**config.mk**
```make
export PLATFORM = sky130hd
export DESIGN_NAME = conv1d_mac
export DESIGN_NICKNAME = d
export VERILOG_FILES = /design/src/rtl/conv1d_mac.sv
export SDC_FILE = /design/constraint.sdc
export NUM_CORES = 1
export LEC_CHECK = 0
export BUFFER_PORTS_ARGS = -buffer_cell sky130_fd_sc_hd__buf_2
export CAP_MARGIN = 20
export CORE_MARGIN = 2
export CORE_UTILIZATION = 40
export CTS_BUF_LIST = sky130_fd_sc_hd__clkbuf_8
export CTS_CLUSTER_SIZE = 30
export DETAILED_ROUTE_END_ITERATION = 16
export PLACE_DENSITY = 0.68
export SETUP_SLACK_MARGIN = 0.05
export SYNTH_ARGS = -nofsm -noshare
export SYNTH_HDL_FRONTEND = slang
export SYNTH_SLANG_ARGS = --single-unit
export TNS_END_PERCENT = 100
```
**constraint.sdc**
```tcl
create_clock -name clk -period 11.8 [get_ports clk]
set_clock_uncertainty 0.2 [all_clocks]
set_input_delay 2.36 -clock clk [delete_from_list [all_inputs] [get_ports clk]]
set_output_delay 2.36 -clock clk [all_outputs]
set_load 0.03 [all_outputs]
```
**src/rtl/conv1d_mac.sv**
```systemverilog
// Single-kernel 4-tap 1D convolution: one shared multiplier walks the taps,
// then the sum is biased, rescaled by FRAC, optionally ReLU-clamped and saturated.
module conv1d_mac #(
  parameter int W     = 16,
  parameter int FRAC  = 12,
  parameter int ACC_W = 40,
  parameter int RELU  = 0
) (
  input  logic         clk,
  input  logic         rst,
  input  logic         start,
  input  logic [W-1:0] x0,
  input  logic [W-1:0] x1,
  input  logic [W-1:0] x2,
  input  logic [W-1:0] x3,
  input  logic [W-1:0] w0,
  input  logic [W-1:0] w1,
  input  logic [W-1:0] w2,
  input  logic [W-1:0] w3,
  input  logic [W-1:0] bias,
  output logic         busy,
  output logic [W-1:0] out,
  output logic         out_valid,
  output logic         sat
);

  typedef enum logic [1:0] {S_IDLE, S_MAC, S_FINISH} state_t;

  state_t r_state;
  state_t w_next;

  logic [W-1:0]            r_x [4];
  logic [W-1:0]            r_w [4];
  logic [W-1:0]            r_bias;
  logic signed [ACC_W-1:0] r_acc;
  logic [1:0]              r_idx;
  logic [W-1:0]            r_out;
  logic                    r_vld;
  logic                    r_sat;

  logic signed [W-1:0]     w_xs;
  logic signed [W-1:0]     w_ws;
  logic signed [2*W-1:0]   w_prod;
  logic signed [ACC_W-1:0] w_prod_ext;
  logic signed [ACC_W-1:0] w_bias_ext;
  logic signed [ACC_W-1:0] w_biased;
  logic signed [ACC_W-1:0] w_scaled;
  logic signed [ACC_W-1:0] w_act;
  logic [W:0]              w_res;

  // Negative values become zero only when the ReLU variant is built.
  function automatic logic signed [ACC_W-1:0] apply_relu(input logic signed [ACC_W-1:0] s);
    if (RELU != 0 && s[ACC_W-1]) return '0;
    return s;
  endfunction

  // Returns {clipped, value}; the value fits iff all bits above the W-bit sign agree.
  function automatic logic [W:0] saturate(input logic signed [ACC_W-1:0] s);
    logic [ACC_W-W:0] top;
    top = s[ACC_W-1:W-1];
    if (&top || ~|top) return {1'b0, s[W-1:0]};
    if (s[ACC_W-1])    return {1'b1, 1'b1, {(W-1){1'b0}}};
    return {1'b1, 1'b0, {(W-1){1'b1}}};
  endfunction

  assign w_xs       = r_x[r_idx];
  assign w_ws       = r_w[r_idx];
  assign w_prod     = w_xs * w_ws;
  assign w_prod_ext = {{(ACC_W-2*W){w_prod[2*W-1]}}, w_prod};
  assign w_bias_ext = {{(ACC_W-W){r_bias[W-1]}}, r_bias};
  assign w_biased   = r_acc + (w_bias_ext <<< FRAC);
  assign w_scaled   = w_biased >>> FRAC;
  assign w_act      = apply_relu(w_scaled);
  assign w_res      = saturate(w_act);

  always_ff @(posedge clk) begin
    if (rst) r_state <= S_IDLE;
    else     r_state <= w_next;
  end

  always_comb begin
    w_next = r_state;
    case (r_state)
      S_IDLE:   if (start) w_next = S_MAC;
      S_MAC:    if (r_idx == 2'd3) w_next = S_FINISH;
      S_FINISH: w_next = S_IDLE;
      default:  w_next = S_IDLE;
    endcase
  end

  always_comb begin
    busy = (r_state != S_IDLE);
  end

  // Operands are data only: captured at acceptance, never reset.
  always_ff @(posedge clk) begin
    if (r_state == S_IDLE && start) begin
      r_x[0] <= x0;
      r_x[1] <= x1;
      r_x[2] <= x2;
      r_x[3] <= x3;
      r_w[0] <= w0;
      r_w[1] <= w1;
      r_w[2] <= w2;
      r_w[3] <= w3;
      r_bias <= bias;
    end
  end

  always_ff @(posedge clk) begin
    if (rst) begin
      r_acc <= '0;
      r_idx <= '0;
      r_out <= '0;
      r_vld <= 1'b0;
      r_sat <= 1'b0;
    end else begin
      r_vld <= 1'b0;
      case (r_state)
        S_IDLE: begin
          if (start) begin
            r_acc <= '0;
            r_idx <= '0;
          end
        end
        S_MAC: begin
          r_acc <= r_acc + w_prod_ext;
          r_idx <= r_idx + 2'd1;
        end
        S_FINISH: begin
          r_out <= w_res[W-1:0];
          r_sat <= w_res[W];
          r_vld <= 1'b1;
        end
        default: ;
      endcase
    end
  end

  assign out       = r_out;
  assign out_valid = r_vld;
  assign sat       = r_sat;

endmodule

```
==> results of run 1 <==
==> per-layer routing <==
metal	part of all wire, %	up-vias	track usage, %	wire [µm]
li1	-	7001	-	-
met1	39	7664	23.7	20400
met2	52	439	33.9	26900
met3	5.7	100	3.31	2950
met4	2.7	0	6.10	1400
met5	0	-	0	0
==> sequential cells by signal, summed over array words and instances (netlist names), named ones only <==
| name | count |
|---|---|
| out_valid | 1 |
| sat | 1 |
| r_w | 64 |
| out | 16 |
| r_idx | 2 |
| r_state | 2 |
| r_acc | 40 |
| r_bias | 16 |
| r_x | 64 |
==> final timing paths <==
kind | startpoint | slack [ns] | to | depth (start not counted)
setup / recovery | flip-flop | 2.87 | r_acc[39] | 25
hold / removal | r_acc[0] | 0.29 | r_acc[0] | 2
setup reg to reg | flip-flop | 2.87 | r_acc[39] | 25
hold reg to reg | r_acc[0] | 0.29 | r_acc[0] | 2
==> area by class of cell <==
type / instances / area (µm²)
well taps: 688 / 861
repair buffers: 178 / 923
inverters: 426 / 1600
flip-flops and latches: 208 / 5610
clock buffers: 41 / 564
clock inverters: 25 / 161
multi-input cells: 1378 / 13900
fillers: 4923 / 29000
==> worst min-delay path, stage by stage, from the launching register on <==
cell and delay, ns:
dfxtp_1 0.32, nand3_1 0.06, a21oi_1 0.06
==> placed cells by master, fill, tap and decap left out, types with 12 or more instances in the layout <==
cell and instances:
inv_1 434, fa_1 331, nand2_1 211, buf_2 165, edfxtp_1 144, ha_1 143, nor2_1 138, a21oi_1 81
dfxtp_1 62, a21o_1 45, xnor2_1 41, clkbuf_8 41, and2_1 34, nand3_1 31, o21ai_0 30, mux2i_1 23
o21ai_1 20, o21a_1 20, mux2_2 18, nor2b_1 18, nor3_1 17, xor2_1 16, a22oi_1 16, a221o_1 16
mux4_2 14, buf_4 12
==> kinds of logic after synthesis <==
logic type / synth area share, %
compound gates: 9.53
xor+xnor: 2.34
fa+ha+maj: 39.4
buf+inv: 8.69
flops: 26.2
mux: 3.50
simple gates: 10.4
==> per-stage QoR <==
step,hold WS [ns],std cells
3_5_place_dp,0.272,2876
5_1_grt,0.299,2944
4_1_cts,0.285,2942
6_report,0.286,2944
2_1_floorplan,0.248,2074
3_3_place_gp,0.262,2876
==> run metrics, run 1 <==
status=finished, final reports clean; most frequent cell after synthesis=inv_1; Final #Nets=between 2k and 3k; Antenna Violating Nets Remaining=0; WP buf/inv=5; PortBufs=165; core area=approximately 53000 µm²; CP Max Fanout=27; Via density=5.16; die width=235 µm; cell area after placement=about 23000 µm²; leading area contributor after synthesis=fa_1; Yosys Warn Count=0; CP required=12.06 ns; Slew @ Worst Pin=0.986 ns; CP most frequent cell=fa_1; H-tree depth=2; initial core utilization=40.6%; Post-synth ARST share=0%; Post-Syn Area=approximately 21000 µm²; cell family with most CP delay=adder cells; cts bufs inserted=39; Total GRT Usage=a little under a fifth; first-pass GRT wire length=84.1 mm; Final min period=a little under 9 ns; layout cells sized above 1=between 10% and 20%; Yosys reg bits=208; Post-Syn Nets=2695; final hold violation count=0; maxcap violations=0; Layout area overhead=10.6%; pin count of the biggest net entering global routing=75; routed length per instance=17.5 µm; predominant post-synthesis flop cell=edfxtp_1; initial antenna violation count=0; sequential share of the synthesized area=26.2%; Clock Pin Slew Worst Setup and Hold Paths=0.07 ns; max-slew violation count=0; slowest stage delay, CP=approximately 0.80 ns; final core occ=44.9%; hold buffer count at cts=0; ant diodes=0; final setup violating endpoints=0; DR iter-0 viols=approximately 970; main area contributors after synthesis=fa_1, edfxtp_1, ha_1; RSZ-0062 raised after global routing=false; DP HPWL=42.4 mm; EDFF count, synth=144; Vias=~15k; Rel. slew slack=33.8%; drt drc=0; syn avg cell area=10.3 µm²; IO Pins=166; synth unique cells=75; final setup margin=2.87 ns; f_max=112 MHz; # rows=84; clock root cell=clkbuf_8; CTS tree=built; cell area after layout=23600 µm²; clk sinks=208; vias in the first global route=16.4k; gp weighted congestion=0.893; worst min-delay path category=reg -> reg; Routed WL=approximately 52 mm; Place WS=2.91 ns; Worst setup SP type=flip-flop; Slowest cell on crit path=dfxtp_2; CP endpoint kind=flip-flop; CTS Buffer Depth=3; post-synth top area share=31.0%; grt ovf=0; drt pass-1 iters=5; Die ar.=between 50000 and 60000 µm²; period utilization=75.7%; Die Y=235 µm; Post-synth top cells=inv_1, fa_1, nand2_1; later-pin clock latency in the skew report=0.59 ns; arrival time worst endpoint=9.19 ns; worst setup path category=reg -> reg; Post-CTS Setup Inserts=0; Cells after Synth=2074; CTS resizes=0; Setup TNS=0 ns
Power of run 1 is left out: the tool's default activity adds up to more than one toggle a clock period on the data nets, which glitch-free logic cannot reach.
==> inputs of run 2 (changes only) <==
==> constraint.sdc (replaced) <==
create_clock -name clk -period 9.31 [get_ports clk]
set_clock_uncertainty 0.2 [all_clocks]
set_input_delay 1.862 -clock clk [delete_from_list [all_inputs] [get_ports clk]]
set_output_delay 1.862 -clock clk [all_outputs]
set_load 0.03 [all_outputs]
==> run 2 against run 1 <==
Effect of this change: worst hold slack worse by 0.010 ns; highest routed layer unchanged; sequential share of layout area is 0.060 points lower; first-iteration DRC count is 18% lower; worst setup slack worse by 2.0 ns; wire length is 2.5% higher; design area is 0.25% higher; via count is 0.32% higher; critical path type unchanged; sequential cell count stayed put; die area stayed put; global-route usage is 0.11 points higher; critical path depth is 1 lower.
==> run metrics, run 2 (synthesis results as in run 1) <==
CP endpoint kind=flip-flop; most frequent cells in the layout=inv_1, fa_1, nand2_1; final hold violation count=0 (unchanged); Layout area overhead=10.9%; Antenna Violating Nets Remaining=0 (unchanged); initial core utilization=40.6% (unchanged); CP most frequent cell=fa_1; Slowest cell on crit path=fa_1; initial antenna violation count=0 (unchanged); placed insts=2885 (+0.31%); grt ovf=0 (unchanged); layout cells sized above 1=12.9% (+0.12 points); Slew @ Worst Pin=1.09 ns (+0.102 ns); Post-CTS Setup Inserts=0 (unchanged); maxcap violations=0 (unchanged); cts bufs inserted=39 (unchanged); Die ar.=55300 µm² (unchanged); worst min-delay path category=reg -> reg; # rows=84 (unchanged); DP HPWL=43.2 mm (+1.8%); status=finished, final reports clean; CTS resizes=0 (unchanged); cell family with most CP delay=adder cells; DR iter-0 viols=796 (-18%); Place WS=0.838 ns (-2.07 ns); CP Cell Sequence=buf_4 > mux4_2 > nand2_1 > inv_1 > fa_1 > fa_1 > inv_1 > fa_1 > fa_1 > inv_1 > fa_1 > inv_1 > fa_1 > inv_1 > ha_1 > and3_1 > nand2_1 > nor3_1 > nand2_1 > o211a_1 > a311oi_2 > o21ai_1 > mux2i_1 > a2111oi_0; routed length per instance=17.9 µm (+2.1%); max-slew violation count=0 (unchanged); period utilization=91.1% (+15 points); pin count of the biggest net entering global routing=80 (+6.7%); Final Instance Count excl. Fillers=2954 (+0.34%); H-tree depth=2 (unchanged); Routed WL=52.9 mm (+2.5%); f_max=118 MHz (+5.3%); WP buf/inv=6 (+1); Clock Pin Slew Worst Setup and Hold Paths=0.06 ns (about the same); Vias=15.3k (+0.32%); Total GRT Usage=19.2% (+0.11 points); Die Y=235 µm (unchanged); drt drc=0 (unchanged); Final min period=8.48 ns (-0.447 ns); first-pass GRT wire length=84.6 mm (+0.62%); CTS tree=built; PortBufs=165 (unchanged); Setup TNS=0 ns (unchanged); commonest non-fill, non-tap cell in the layout=inv_1; clock root cell=clkbuf_8; final setup margin=0.829 ns (-2.04 ns); core area=52700 µm² (unchanged); CP Max Fanout=23 (-15%); Top Registers=r_w: 64 flops, r_x: 64 flops, r_acc: 40 flops; drt pass-1 iters=8 (+3); IO Pins=166 (unchanged); Final #Nets=2859 (+0.25%); CP required=9.57 ns (-2.49 ns); slowest stage delay, CP=0.75 ns (-0.05 ns); worst setup path category=reg -> reg; arrival time worst endpoint=8.74 ns (-0.45 ns); ant diodes=0 (unchanged); final setup violating endpoints=0 (unchanged); die width=235 µm (unchanged); clk sinks=208 (unchanged); Via density=5.16 (about the same); CTS Buffer Depth=3 (unchanged); vias in the first global route=16.2k (-1.0%); gp weighted congestion=0.886 (-0.78%); hold buffer count at cts=0 (unchanged); Rel. slew slack=27.2% (-6.6 points); later-pin clock latency in the skew report=0.59 ns (about the same); Worst setup SP type=flip-flop; RSZ-0062 raised after global routing=false
==> run 2: final timing paths <==
kind                                   to  slack, ns  cells past startpoint  startpoint
worst max register to register  r_acc[39]       0.83                     24   flip-flop
worst min-delay path             r_acc[1]       0.28                      2    r_acc[1]
worst min register to register   r_acc[1]       0.28                      2    r_acc[1]
worst max-delay path            r_acc[39]       0.83                     24   flip-flop
==> run 2: per-layer routing <==
metal | global-route usage [%] | share of wire [%] | up-vias | wire (µm)
li1 | - | - | 7001 | -
met4 | 5.75 | 2.7 | 0 | 1440
met5 | 0 | 0 | - | 0
met1 | 23.5 | 39 | 7815 | 20800
met3 | 3.41 | 5.0 | 95 | 2660
met2 | 34.6 | 53 | 341 | 27900
==> run 2: through the flow <==
| step | util [%] | hold slack [ns] | area, µm² |
|---|---|---|---|
| finish | 45.0 | 0.276 | 23700 |
| global route | 45.0 | 0.294 | 23700 |
| CTS | 45.0 | 0.278 | 23700 |
| detailed placement | 43.6 | 0.268 | 23000 |
| global placement | 43.6 | 0.261 | 23000 |
| floorplan | - | 0.248 | 21400 |
==> run 2: worst reg2reg max path: stages, from the launching register on <==
cell and delay, ns:
dfxtp_2 0.68, buf_4 0.47, mux4_2 0.57, nand2_1 0.23, inv_1 0.09, fa_1 0.75
fa_1 0.46, inv_1 0.33, fa_1 0.61, fa_1 0.53, inv_1 0.05, fa_1 0.47
inv_1 0.05, fa_1 0.47, inv_1 0.04, ha_1 0.37, and3_1 0.24, nand2_1 0.08
nor3_1 0.31, nand2_1 0.09, o211a_1 0.25, a311oi_2 0.36, o21ai_1 0.13, mux2i_1 0.13
a2111oi_0 0.39
==> run 2: cell type report <==
cell class / count / area, µm²
clock buffers: 39 / 537
clock inverters: 30 / 198
fillers: 4956 / 29000
inverters: 426 / 1600
multi-input cells: 1378 / 13900
flip-flops and latches: 208 / 5610
well taps: 688 / 861
repair buffers: 185 / 976
Power of run 2 is left out for the same reason.
